==> config.mk <==
export PLATFORM = sky130hd
export DESIGN_NAME = rx_cmd_exec
export DESIGN_NICKNAME = d
export VERILOG_FILES = /design/src/rtl/rx_cmd_exec.sv
export SDC_FILE = /design/constraint.sdc
export NUM_CORES = 1
export LEC_CHECK = 0
export CORE_ASPECT_RATIO = 2
export CORE_UTILIZATION = 46
export DETAILED_ROUTE_END_ITERATION = 12
export SLEW_MARGIN = 0
export SYNTH_ARGS = -nofsm -noshare
export SYNTH_HDL_FRONTEND = slang
export SYNTH_SLANG_ARGS = --single-unit
==> constraint.sdc <==
create_clock -name clk -period 5.7 [get_ports clk]
set_input_delay 1.14 -clock clk [delete_from_list [all_inputs] [get_ports clk]]
set_output_delay 1.14 -clock clk [all_outputs]
set_load 0.01 [all_outputs]
==> src/rtl/rx_cmd_exec.sv <==
// Receiver command executor: qualifies 7-bit command words, tracks motion mode and speed,
// and drives PWM-gated H-bridge inputs. Define WDT_EN to add the command watchdog.
module rx_cmd_exec #(
   parameter int STABLE_CYCLES = 1000,
   parameter int PWM_PERIOD    = 1000,
   parameter int WDT_CYCLES    = 50_000_000
) (
   input  logic       clk,
   input  logic       rst_n,
   input  logic [6:0] rx,
   output logic [1:0] motor_l,
   output logic [1:0] motor_r,
   output logic       cmd_valid,
   output logic [3:0] cmd,
   output logic [2:0] speed,
   output logic       hdr_err
);

   localparam int CW   = $clog2(STABLE_CYCLES + 1);
   localparam int PW   = $clog2(PWM_PERIOD);
   localparam int TW   = PW + 4;
   localparam int STEP = PWM_PERIOD / 8;

   if (STABLE_CYCLES < 2 || (PWM_PERIOD % 8) != 0 || WDT_CYCLES < 2) begin : g_bad_params
      $error("rx_cmd_exec: illegal parameter combination");
   end

   typedef enum logic [1:0] {IDLE, QUAL, EXEC} state_t;
   typedef enum logic [2:0] {STOP, FWD, BACK, LEFT, RIGHT, SPIN} mode_t;

   state_t        state;
   mode_t         mode;
   logic [6:0]    rx_q;
   logic [6:0]    cand;
   logic [6:0]    last_word;
   logic [CW-1:0] cnt;
   logic [PW-1:0] pwm_cnt;
   logic [TW-1:0] pwm_thresh;
   logic          pwm_on;
   logic          code_ok;
   logic [1:0]    pat_l;
   logic [1:0]    pat_r;

`ifdef WDT_EN
   localparam int WW = $clog2(WDT_CYCLES);
   logic [WW-1:0] wdt_cnt;
`endif

   assign code_ok    = (rx_q[3:0] != 4'd0) && (rx_q[3:0] <= 4'd8);
   assign pwm_thresh = TW'({1'b0, speed} + 4'd1) * TW'(STEP);
   assign pwm_on     = TW'(pwm_cnt) < pwm_thresh;

   always_comb begin
      pat_l = 2'b00;
      pat_r = 2'b00;
      case (mode)
         FWD:     begin pat_l = 2'b10; pat_r = 2'b10; end
         BACK:    begin pat_l = 2'b01; pat_r = 2'b01; end
         LEFT:    begin pat_l = 2'b00; pat_r = 2'b10; end
         RIGHT:   begin pat_l = 2'b10; pat_r = 2'b00; end
         SPIN:    begin pat_l = 2'b10; pat_r = 2'b01; end
         default: begin pat_l = 2'b00; pat_r = 2'b00; end
      endcase
   end

   // Free-running PWM counter and registered, gated motor drive
   always_ff @(posedge clk or negedge rst_n) begin
      if (!rst_n) begin
         pwm_cnt <= '0;
         motor_l <= 2'b00;
         motor_r <= 2'b00;
      end else begin
         if (pwm_cnt == PW'(PWM_PERIOD - 1)) pwm_cnt <= '0;
         else                                pwm_cnt <= pwm_cnt + PW'(1);
         motor_l <= pwm_on ? pat_l : 2'b00;
         motor_r <= pwm_on ? pat_r : 2'b00;
      end
   end

   // Qualification FSM; the last accepted word makes actions fire only on a code change
   always_ff @(posedge clk or negedge rst_n) begin
      if (!rst_n) begin
         rx_q      <= '0;
         state     <= IDLE;
         cand      <= '0;
         cnt       <= '0;
         last_word <= '0;
         cmd       <= '0;
         cmd_valid <= 1'b0;
         speed     <= 3'd3;
         hdr_err   <= 1'b0;
         mode      <= STOP;
`ifdef WDT_EN
         wdt_cnt   <= '0;
`endif
      end else begin
         rx_q      <= rx;
         cmd_valid <= 1'b0;
`ifdef WDT_EN
         if (cmd_valid) begin
            wdt_cnt <= '0;
         end else if (wdt_cnt != WW'(WDT_CYCLES - 1)) begin
            wdt_cnt <= wdt_cnt + WW'(1);
         end else if (mode != STOP) begin
            mode      <= STOP;
            last_word <= '0;
         end
`endif
         case (state)
            IDLE: begin
               if (rx_q != last_word && code_ok) begin
                  cand  <= rx_q;
                  cnt   <= '0;
                  state <= QUAL;
               end
            end
            QUAL: begin
               if (rx_q != cand) begin
                  state <= IDLE;
               end else begin
                  cnt <= cnt + CW'(1);
                  if (cnt == CW'(STABLE_CYCLES - 2)) state <= EXEC;
               end
            end
            EXEC: begin
               last_word <= cand;
               state     <= IDLE;
               if (cand[6:4] != 3'b100) begin
                  hdr_err <= 1'b1;
               end else begin
                  cmd       <= cand[3:0];
                  cmd_valid <= 1'b1;
                  case (cand[3:0])
                     4'd1: mode <= FWD;
                     4'd2: mode <= BACK;
                     4'd3: mode <= LEFT;
                     4'd4: mode <= RIGHT;
                     4'd5: mode <= STOP;
                     4'd6: if (speed != 3'd7) speed <= speed + 3'd1;
                     4'd7: if (speed != 3'd0) speed <= speed - 3'd1;
                     4'd8: mode <= SPIN;
                     default: ;
                  endcase
               end
            end
            default: state <= IDLE;
         endcase
      end
   end

endmodule

==> results of run 1 <==
[layout make-up]
type / instances / area, sq um / area share
inverters: 23 / 86.3 / 0.0208
clock inverters: 4 / 72.6 / 0.0175
well taps: 94 / 118 / 0.0284
repair buffers: 22 / 213 / 0.0513
multi-input cells: 249 / 1920 / 0.463
flip-flops and latches: 59 / 1480 / 0.357
clock buffers: 12 / 256 / 0.0619
[where the power goes]
part           internal, mW  total (mW)  switching [mW]  leakage (nW)
Sequential            0.435       0.467          0.0321         0.770
Clock                 0.405       0.592           0.186         0.159
Combinational        0.0378      0.0721          0.0343          1.00
[worst max path at each step]
stage / slack [ns] / cells past startpoint / end / start
final: 0.61 / 18 / motor_r[1] / speed[0]
after global routing: 0.19 / 18 / motor_r[1] / speed[0]
after CTS: 0.58 / 18 / motor_r[1] / speed[0]
after detailed placement: 0.61 / 18 / motor_r[1] / speed[0]
after global placement: 0.75 / 18 / motor_r[1] / speed[0]
after floorplan: 1.12 / 18 / motor_r[1] / speed[0]
[worst register-to-register path, stage by stage, from the launching register on]
cell and delay, ns:
dfstp_2 0.62, inv_1 0.20, ha_1 0.45, inv_1 0.10
fa_1 0.51, fa_1 0.52, inv_1 0.04, ha_1 0.33
o21ai_0 0.26, or2_2 0.17, nand2b_1 0.05, a21oi_1 0.17
xor2_1 0.18, ha_1 0.26, a2111oi_0 0.37, o221ai_1 0.18
o22ai_1 0.25, a21oi_1 0.14, nor3b_1 0.19
[layer usage]
metal  wire, microns  part of all wire
met1            2630              0.36
met2            4260              0.59
met3             137             0.019
met4             230             0.032
met5               0                 0
[metrics by stage]
| step | power (mW) | util | area, sq um | hold WS, ns |
|---|---|---|---|---|
| floorplan | 0.522 | - | 3560 | 0.450 |
| global placement | 0.547 | 0.506 | 3810 | 0.463 |
| detailed placement | 0.549 | 0.506 | 3810 | 0.465 |
| CTS | 1.15 | 0.549 | 4140 | 0.477 |
| global route | 1.17 | 0.549 | 4140 | 0.484 |
| finish | 1.13 | 0.549 | 4140 | 0.470 |
[cells by family after synthesis]
family / after synthesis / share of synthesized area
buffers and inverters: 37 / 0.0443
xor gates and xnor gates: 28 / 0.0732
muxes: 20 / 0.0605
AOI/OAI and AO/OA: 58 / 0.105
adders and majority gates: 37 / 0.147
DFF: 59 / 0.416
and+or+nand+nor: 106 / 0.154
[sequential cells by signal, summed over array words and instances, names as in the netlist]
register / cells
cnt: 10
pwm_cnt: 10
cand: 7
last_word: 7
rx_q: 7
cmd: 4
mode: 3
speed: 3
motor_l: 2
motor_r: 2
state: 2
cmd_valid: 1
hdr_err: 1
[placed cells by master (no fill, tap or decap), types with 3 or more instances in the layout]
master	instances
dfrtp_1	57
nand2_1	30
ha_1	29
inv_1	23
clkdlybuf4s50_1	20
xnor2_1	18
nor2_1	18
o21ai_0	16
a21oi_1	12
nor3_1	12
mux2_2	12
clkbuf_16	9
xor2_1	8
nand4_1	8
mux2i_1	8
fa_1	8
a31oi_1	6
and3_1	5
nand2b_1	5
nand3b_1	4
nand3_1	4
nor2b_1	4
o211ai_1	4
or3_1	3
==> impl_metrics.yaml, run 1 <==
floorplanning:
  die_y_microns: 126
  io-pin-count: 22
  die_w_microns: 64.2
  core_sq_um: 7540
  initial_core_util: 0.471
  die_area_sq_um: 8110
  rows: 45
yosys:
  synth.most_common_cell: "dfrtp_1"
  synth_edf_count: 0
  synth_nets: 391
  ys.flop_type: "dfrtp_1"
  synthArstFlopShare: 1.00
  synth_top_area_cell: "dfrtp_1"
  postSynthAreaPerCell_sq_um: 10.3
  syn_area_sq_um: 3560
  yosys.cell_types.count: 52
  netlist_top_cells_count: "dfrtp_1 (57), nand2_1 (30), ha_1 (29)"
  ys_ff_latch: 59
  yosys_warnings: 0
  yosysTopAreaCellShare: 0.401
  ys_top_cells_by_area: "dfrtp_1 (40%), ha_1 (10%), fa_1 (4.5%), xnor2_1 (4.4%), mux2_2 (3.8%)"
  synth_cells: 345
  synth-seq-area-share: 0.416
timing:
  slew_headroom: 0.504
  fmax_ghz: 0.197
  fin_crit_ns: 5.09
  worst_pin_slew_ns: 0.744
  setup-violations-final: 0
  tns_ns: 0
  setup_ws_ns: 0.613
  min_period_over_period: 0.892
  grt_setup_unrepaired: "no"
  clock_skew_ns: 0.00748
  drv_slew: 0
  finalHoldViolCount: 0
power:
  ir_drop_mv: 0.161
  leakage_nw: 1.93
  p_per_area_nw_per_um2: 273
finish:
  stdcell_count: 463
  diodes: 0
  drive_above_1_share: 0.106
  fillers: 697
  area_growth_pct: 16.5
  fin_nets: 410
critical_path:
  r2r_end: "motor_r[1]"
  crit_path_cell_trace: "inv_1 > ha_1 > inv_1 > fa_1 > fa_1 > inv_1 > ha_1 > o21ai_0 > or2_2 > nand2b_1 > a21oi_1 > xor2_1 > ha_1 > a2111oi_0 > o221ai_1 > o22ai_1 > a21oi_1 > nor3b_1"
  crit_path_end_kind: "register"
  start_kind: "register"
  path_class: "register to register"
  crit_path_max_fanout: 7
  cp.arrival_ns: 5.33
  critPathBufInv: 3
  required_ns: 5.95
  crit_family: "adder cells"
  r2r_start: "speed[0]"
  ff2ff_path_depth: 18
  reg2reg_slack_ns: 0.61
  crit_slowest_cell: "dfstp_2"
  cp_slowest_stage_delay_ns: 0.62
place:
  finalWeightedCongestion: 0.847
  pre_cts_ws_ns: 0.615
  dp_cells: 447
  io_buffer_count: 21
  dp_hpwl_microns: 5560
routing:
  avgViaCountPerCell: 5.45
  ant_nets: 0
  drc_errors: 1
  wl_per_cell_microns: 15.7
  wirelength_microns: 7260
  vias: 2524
  dr.pass1.iters: 8
  drtIter0Drc: 92
clocking:
  htree_levels: 3
  clk_path_buf_depth: 2
  cts_tree: "done"
  clock_latency_ns: 0.33
  cts-resized-gates: 0
  cts_setup_buffers: 0
  cts_made_buffers: 9
  clkTransAtPathRegs_ns: 0.06
  root_buffer: "clkbuf_16"
  cts.hold.buffers_added: 0
  cts_sinks: 59
status:
  status: "finished with violations"
  violations: "design-rule violations"
global_route:
  grt_antenna_before_repair: 0
  gr-total-overflow: 0
  met1_usage: 0.194
  grt_use_total: 0.206
  grt_pass1_vias: 2626
  grt_use_met3: 0.0405
  grt_util_met2: 0.398
  grt-busiest-layer: "met2"
  grt_first_pass_wirelength_microns: 12400
  grt_max_degree: 60
worst_hold_path:
  hold_depth: 1
  hp-class: "register to register"
  holdPathEnd: "hdr_err"
  hold_start: "hdr_err"
run:
  max-cap-violations: 0
(Power assumes the default switching activity.)
==> run 2: changes to the inputs <==
Clock period 5.7 ns to 4.7 ns, I/O delays scaled along.
==> run 2 against run 1 <==
The flow still finishes with violations (design-rule violations); critical endpoint unchanged; final cell count is 1.7% higher; sequential power is 21% higher; power is 25% higher; clock skew is 0.0039 ns lower; maximum frequency is 13% higher; via count is 1.9% higher; largest power group unchanged.
==> impl_metrics.yaml, run 2 (synthesis results as in run 1) <==
clocking:
  cts.hold.buffers_added: 0
  clkTransAtPathRegs_ns: 0.05
  cts_tree: "done"
  cts_setup_buffers: 0
  clk_path_buf_depth: 2
  clock_latency_ns: 0.33
  htree_levels: 3
  root_buffer: "clkbuf_16"
  cts_sinks: 59
  cts_made_buffers: 9
critical_path:
  start_kind: "register"
  required_ns: 4.94
  crit_path_max_fanout: 4
  crit_path_end_kind: "register"
  path_class: "register to register"
  crit_family: "adder cells"
  cp_slowest_stage_delay_ns: 0.55
  cp.arrival_ns: 4.73
  critical_path.most_common_cell: "ha_1"
  crit_path_cell_trace: "ha_1 > ha_2 > buf_4 > fa_1 > inv_1 > fa_1 > ha_1 > o21ai_1 > or2_2 > nand2b_1 > a21oi_1 > xor2_1 > ha_1 > a2111oi_4 > o221ai_2 > o22ai_2 > a21oi_1 > nor3b_1"
  crit_slowest_cell: "dfstp_2"
  critPathBufInv: 2
routing:
  wl_per_cell_microns: 15.8
  wirelength_microns: 7450
  vias: 2571
  dr.pass1.iters: 8
  drc_errors: 1
  drtIter0Drc: 121
  avgViaCountPerCell: 5.46
  ant_nets: 0
global_route:
  grt_pass1_vias: 2684
  grt_first_pass_wirelength_microns: 12600
  grt_antenna_before_repair: 0
  grt_use_total: 0.208
  gr-total-overflow: 0
  grt_max_degree: 37
timing:
  drv_slew: 0
  slew_headroom: 0.578
  setup-violations-final: 0
  finalHoldViolCount: 0
  tns_ns: 0
  hold_slack_ns: 0.482
  min_period_over_period: 0.955
  fmax_ghz: 0.223
  clock_skew_ns: 0.00358
  fin_crit_ns: 4.49
  worst_pin_slew_ns: 0.633
floorplanning:
  core_sq_um: 7540
  rows: 45
  die_area_sq_um: 8110
  die_y_microns: 126
  io-pin-count: 22
  die_w_microns: 64.2
  initial_core_util: 0.471
finish:
  top_regs: "cnt (10), pwm_cnt (10)"
  final_common_cell: "dfrtp_1"
  diodes: 0
  mostFrequentLayoutCells: "dfrtp_1 (57), nand2_1 (30), ha_1 (28)"
  area_growth_pct: 19.9
  final_area_sq_um: 4260
  fin_nets: 418
  drive_above_1_share: 0.141
worst_hold_path:
  hp-class: "register to register"
place:
  io_buffer_count: 21
  finalWeightedCongestion: 0.783
  dp_hpwl_microns: 5650
  placed_cell_area_sq_um: 3870
power:
  ir_drop_mv: 0.167
  internal-power_mw: 1.10
  clockPowerShare: 0.537
  seqPwrFrac: 0.400
  p_switching_uw: 312
  sw_frac_of_total: 0.220
  leakage_nw: 1.98
  p_per_area_nw_per_um2: 332
  p_comb_frac: 0.063
run:
  max-cap-violations: 0
status:
  violations: "design-rule violations"
  status: "finished with violations"
==> run 2: path summary, 6_finish.rpt <==
check	slack, ns	start	depth (start not counted)	end
setup / recovery	0.21	speed[1]	18	motor_r[1]
hold / removal	0.48	cmd[3]	2	cmd[3]
setup reg to reg	0.21	speed[1]	18	motor_r[1]
hold reg to reg	0.48	cmd[3]	2	cmd[3]
max in group asynchronous	3.21	rst_n	2	rx_q[1]
min in group asynchronous	0.61	rst_n	1	cnt[5]
==> run 2: final cells by class <==
class	count	area (sq um)
Fill cell	684	3280
Timing Repair Buffer	30	273
Clock buffer	12	246
Sequential cell	59	1480
Clock inverter	4	97.6
Tap cell	94	118
Inverter	23	86.3
Multi-Input combinational cell	249	1960
==> run 2: worst reg2reg max path: stages, from the launching register on <==
cell       delay, ns
dfstp_2         0.55
ha_1            0.15
ha_2            0.30
buf_4           0.16
fa_1            0.42
inv_1           0.10
fa_1            0.42
ha_1            0.34
o21ai_1         0.09
or2_2           0.29
nand2b_1        0.07
a21oi_1         0.07
xor2_1          0.15
ha_1            0.33
a2111oi_4       0.33
o221ai_2        0.16
o22ai_2         0.16
a21oi_1         0.12
nor3b_1         0.19
==> run 2: timing repair <==
item,4_1_cts,5_1_grt
resized for setup,2,8
gates cloned,0,0
endpoints found under the setup margin,4,4
pin swaps,0,1
==> run 2: power by group through the flow <==
stage	Sequential, mW	Combinational [mW]	Clock [mW]
5_1_grt	0.571	0.101	0.797
6_report	0.567	0.0891	0.761
3_3_place_gp	0.575	0.0899	0
2_1_floorplan	0.550	0.0837	0
4_1_cts	0.568	0.0922	0.778
3_5_place_dp	0.576	0.0908	0
==> run 2: per-layer routing <==
metal | track usage | up-vias | wire length (microns)
met3 | 0.0432 | 12 | 122
met2 | 0.411 | 25 | 4520
met5 | 0 | - | 0
met1 | 0.195 | 1277 | 2650
li1 | - | 1257 | -
met4 | 0.0902 | 0 | 157
==> run 2: through the flow <==
step | utilization | instances | setup WS, ns | power [mW]
2_1_floorplan | - | 345 | 0.123 | 0.634
3_3_place_gp | 0.514 | 455 | 0.177 | 0.665
3_5_place_dp | 0.514 | 455 | -0.0634 | 0.667
4_1_cts | 0.560 | 471 | 0.00784 | 1.44
5_1_grt | 0.565 | 471 | -0.0324 | 1.47
6_report | 0.565 | 471 | 0.210 | 1.42
